`src/rtl/oh_fifo_wr_arbiter.sv`:
```
`default_nettype none
// ============================================================================
// Module   : oh_fifo_wr_arbiter
// Purpose  : Round-robin, packet-locked arbiter sharing one FIFO write port
//            among N write-side requesters.
// Revision : 1.0 - initial release
// ============================================================================
module oh_fifo_wr_arbiter #(
  parameter int N        = 4,
  parameter int DW       = 104,
  parameter int MAXBURST = 8,
  parameter int BW       = $clog2(MAXBURST + 1)
) (
  input  logic              clk,
  input  logic              reset,
  input  logic [N-1:0]      in_valid,
  input  logic [N-1:0]      in_last,
  input  logic [N*DW-1:0]   in_data,
  output logic [N-1:0]      in_ready,
  input  logic              fifo_full,
  input  logic              fifo_prog_full,
  output logic              fifo_wr_en,
  output logic [DW-1:0]     fifo_din,
  output logic [N-1:0]      grant,
  output logic              busy
);

  localparam int           c_PW  = (N > 1) ? $clog2(N) : 1;
  localparam logic [N-1:0] c_ONE = {{(N-1){1'b0}}, 1'b1};

  typedef enum logic [0:0] {
    ST_IDLE = 1'b0,
    ST_LOCK = 1'b1
  } state_t;

  state_t          r_state,    w_state_nxt;
  logic [N-1:0]    r_grant,    w_grant_nxt;
  logic [c_PW-1:0] r_owner,    w_owner_nxt;
  logic [c_PW-1:0] r_rr_ptr,   w_rr_ptr_nxt;
  logic [BW-1:0]   r_beat_cnt, w_beat_cnt_nxt;

  logic            w_arb_found;
  logic [c_PW-1:0] w_arb_idx;
  logic [c_PW-1:0] w_scan;
  logic            w_beat;
  logic            w_release;
  logic [BW-1:0]   w_cnt_inc;

  // Search starts just after the last owner, so it gets lowest priority.
  always_comb begin
    w_arb_found = 1'b0;
    w_arb_idx   = '0;
    w_scan      = '0;
    for (int k = 1; k <= N; k++) begin
      w_scan = c_PW'((int'(r_rr_ptr) + k) % N);
      if (!w_arb_found && in_valid[w_scan]) begin
        w_arb_found = 1'b1;
        w_arb_idx   = w_scan;
      end
    end
  end

  assign w_beat    = (r_state == ST_LOCK) & in_valid[r_owner] & ~fifo_full;
  assign w_cnt_inc = r_beat_cnt + BW'(1);
  assign w_release = w_beat & (in_last[r_owner] | (w_cnt_inc == BW'(MAXBURST)));

  always_comb begin
    w_state_nxt    = r_state;
    w_grant_nxt    = r_grant;
    w_owner_nxt    = r_owner;
    w_rr_ptr_nxt   = r_rr_ptr;
    w_beat_cnt_nxt = r_beat_cnt;
    case (r_state)
      ST_IDLE: begin
        if (w_arb_found && !fifo_prog_full) begin
          w_state_nxt    = ST_LOCK;
          w_grant_nxt    = c_ONE << w_arb_idx;
          w_owner_nxt    = w_arb_idx;
          w_beat_cnt_nxt = '0;
        end
      end
      ST_LOCK: begin
        if (w_release) begin
          w_state_nxt    = ST_IDLE;
          w_grant_nxt    = '0;
          w_rr_ptr_nxt   = r_owner;
          w_beat_cnt_nxt = '0;
        end else if (w_beat) begin
          w_beat_cnt_nxt = w_cnt_inc;
        end
      end
      default: begin
        w_state_nxt = ST_IDLE;
        w_grant_nxt = '0;
      end
    endcase
  end

  always_ff @(posedge clk) begin
    if (reset) begin
      r_state    <= ST_IDLE;
      r_grant    <= '0;
      r_owner    <= '0;
      r_rr_ptr   <= c_PW'(N - 1);
      r_beat_cnt <= '0;
    end else begin
      r_state    <= w_state_nxt;
      r_grant    <= w_grant_nxt;
      r_owner    <= w_owner_nxt;
      r_rr_ptr   <= w_rr_ptr_nxt;
      r_beat_cnt <= w_beat_cnt_nxt;
    end
  end

  // r_grant is all-zero outside LOCK, so it gates ready and data directly.
  assign in_ready   = r_grant & {N{~fifo_full}};
  assign fifo_wr_en = w_beat;
  assign fifo_din   = (r_state == ST_LOCK) ? in_data[r_owner*DW +: DW] : '0;
  assign grant      = r_grant;
  assign busy       = (r_state == ST_LOCK);

endmodule
`default_nettype wire
```
`config.mk`:
```
export PLATFORM = sky130hd
export DESIGN_NAME = oh_fifo_wr_arbiter
export DESIGN_NICKNAME = d
export VERILOG_FILES = /design/src/rtl/oh_fifo_wr_arbiter.sv
export SDC_FILE = /design/constraint.sdc
export NUM_CORES = 1
export LEC_CHECK = 0
export CORE_AREA = 5 5 206 208
export DETAILED_ROUTE_END_ITERATION = 8
export DIE_AREA = 0 0 211 213
export PLACE_DENSITY_LB_ADDON = 0.1
export SETUP_SLACK_MARGIN = 0.15
export SLEW_MARGIN = 40
export SYNTH_ARGS = -nofsm -noshare
export SYNTH_HDL_FRONTEND = slang
export SYNTH_SLANG_ARGS = --single-unit
```
`constraint.sdc`:
```
create_clock -name clk -period 4.89 [get_ports clk]
set_clock_uncertainty 0.15 [all_clocks]
set_input_delay 0.7335 -clock clk [delete_from_list [all_inputs] [get_ports clk]]
set_output_delay 0.7335 -clock clk [all_outputs]
set_load 0.01 [all_outputs]
```
==> metrics.md <==
| Metric | Value |
|---|---|
| Fin nets | `1282` |
| Synth Area in Compound Gates | `0.04143` |
| Final WL | `approximately 30000 um` |
| Ys async rst share | `0` |
| Clk sinks | `13` |
| Peak supply drop | `0.09330 mV` |
| Core area | `0.04037 mm2` |
| CP endpoint kind | `primary output` |
| Synth Area in Simple Gates | `0.2314` |
| MaxCap Viol Count | `0` |
| Clk buf depth | `2` |
| Gpl congestion | `0.8084` |
| Tightest Pin Transition | `roughly 650 ps` |
| FILL cells | `4359` |
| Top cells by area, synth | `mux4_2 (61%), and2_1 (17%), dfxtp_1 (6.6%)` |
| IO Port Bufs | `541` |
| Layout cells sized above 1 | `0.1469` |
| Drt first pass iters | `4` |
| Final ANT Viol Nets | `0` |
| Routed WL per cell | `21.53 um` |
| Vias in the first global route | `5748` |
| Final setup fails | `0` |
| Peak Freq | `285.3 MHz` |
| DR vias | `5163` |
| Cells after Synth | `337` |
| Min Tclk post-route | `3505 ps` |
| Layout area overhead | `155.7%` |
| PostCTS Resize Cnt | `0` |
| Synth unique cells | `33` |
| Postcts setup bufs | `0` |
| Final Cycle Share | `0.7167` |
| Post-Synth XOR/XNOR Area | `0` |
| Io pins | `542` |
| Final TNS setup | `0 ps` |
| GRT overflow | `0` |
| Critical path peak fanout | `44` |
| DRC viols | `0` |
| Final Hold Fails | `0` |
| CTS clk-pin slew, worst paths | `50 ps` |
| Leading register cell type out of synthesis | `dfxtp_1` |
| CTS buffer count | `3` |
| # hold bufs at CTS | `0` |
| CTS tree | `yes` |
| Post-synth EDFFs | `0` |
| Largest net degree at the start of global routing | `between 50 and 60` |
| Kind of critical path | `reg2out` |
| Clk_lat worst skew | `250 ps` |
| Setup WS post-layout | `1385 ps` |
| Main combinational cell family by area after synthesis | `multiplexers` |
| H-tree depth | `1` |
| Die Y | `213 um` |
| Initial antenna violation count | `1` |
| WP data required | `4010 ps` |
| Synth warn | `0` |
| Hold Path Class | `reg2reg` |
| Sequential fraction of the synthesis area | `0.06628` |
| Post-synthesis adder-cell area fraction | `0.006373` |
| Die area | `0.04494 mm2` |
| Multiplexer share of the synthesized area | `0.6131` |
| Max-Slew Margin vs Limit | `0.5634` |
| Site Rows | `74` |
| Overall Global Routing Usage | `0.1213` |
| Critical Path AT | `2620 ps` |
| Status | `finished clean` |
| Synth Register Bits | `13` |
| Critical Path Source Type | `register` |
| Post-Syn Nets | `767` |
| DP Worst Slack | `1442 ps` |
| Syn Area/Cell | `around 12 um2` |
| Cell Pwr Density | `117.6 mW/mm2` |
| Avg Vias per Cell | `3.733` |
| Cell area after synthesis | `0.003926 mm2` |
| Pins Over Slew Limit | `0` |
| Yosys top cell by area | `mux4_2` |
| DRT iter0 DRCs | `181` |
| Power Total | `1.181 mW` |
| Ant diodes | `0` |
| Starting density of the core | `0.09726` |
| Hpwl dp | `25880 um` |
| Leakage power | `3.267 nW` |
| Die width | `211 um` |
| Clock root buffer | `clkbuf_16` |
| Unrepaired setup endpoints after global routing | `no` |
| Core Util, Final | `0.2487` |
| Synth top area share | `0.6080` |
| First-pass GRT wire length | `41100 um` |
==> sequential cells by signal, summed over array words and instances, names as in the netlist <==
signal,flops
r_owner,2
r_rr_ptr,2
grant,4
busy,1
r_beat_cnt,4
==> power breakdown <==
part	total (mW)	internal (mW)	switching [mW]
Sequential	0.138	0.111	0.0277
Combinational	0.883	0.627	0.256
Clock	0.160	0.110	0.0493
Total	1.18	0.848	0.333
==> Yosys cell counts, drive strengths merged (4+ instances only) <==
cell type	count
nand3b	6
buf	14
clkbuf	24
o21ai	4
nor2b	6
nand2	6
dfxtp	13
mux4	106
nor2	15
and2	105
a21oi	9
==> cell type report <==
cell class	instances	area, um2	share of cell area
repair buffers	548	5518	0.5495
clock buffers	4	78.83	0.007850
well taps	532	665.6	0.06629
flip-flops and latches	13	271.5	0.02704
multi-input cells	285	3503	0.3489
inverters	1	3.754	0.0003738
==> through the flow <==
| step | hold slack (ps) | area [um2] | instances |
|---|---|---|---|
| 2_1_floorplan | 328.9 | 3926 | 337 |
| 3_3_place_gp | 359.8 | 9942 | 1378 |
| 3_5_place_dp | 364.6 | 9962 | 1379 |
| 4_1_cts | 373.3 | 10040 | 1383 |
| 5_1_grt | 405.9 | 10040 | 1383 |
| 6_report | 375.2 | 10040 | 1383 |
==> layout by cell type, fill, tap and decap left out, types with 2 or more instances in the layout <==
master           instances
o211ai_1                 2
clkbuf_16                3
o2bb2ai_1                2
o21ai_0                  3
nand3_1                  3
buf_4                    3
nand3b_1                 5
nor3_1                   3
nand2b_1                 3
mux4_2                 106
buf_12                   4
nand2_1                  6
dfxtp_1                 10
a21oi_1                  9
nor2_1                  14
clkdlybuf4s50_1        541
mux2i_1                  2
ha_1                     2
and2_1                 105
nor2b_1                  6
or2_2                    2
dfxtp_4                  3
==> layer usage <==
metal  GRT usage  up-vias  routed length (um)
li1            -     2380                   -
met1      0.1323     2491               10710
met2      0.2378      280               16240
met3     0.04070       10                2715
met4    0.006260        2                  98
met5           0        -                  13
==> worst max-delay path, stage by stage, from the launching register on <==
cell             delay, ps
dfxtp_4                680
buf_12                 370
mux4_2                 590
and2_1                 180
clkdlybuf4s50_1        490
==> logic make-up after synthesis <==
family	count (synthesis)
and+or+nand+nor	152
DFF	13
AOI/OAI and AO/OA	23
buffers and inverters	39
adders and majority gates	2
muxes	108
==> final timing paths <==
kind,from,slack (ps),to,cells past startpoint
setup / recovery,r_owner[0],1390,fifo_din[67],4
hold / removal,r_beat_cnt[2],380,r_beat_cnt[2],2
setup reg to reg,r_owner[0],2070,r_rr_ptr[1],5
hold reg to reg,r_beat_cnt[2],380,r_beat_cnt[2],2
Note: power is estimated with default switching activity, not from simulation.
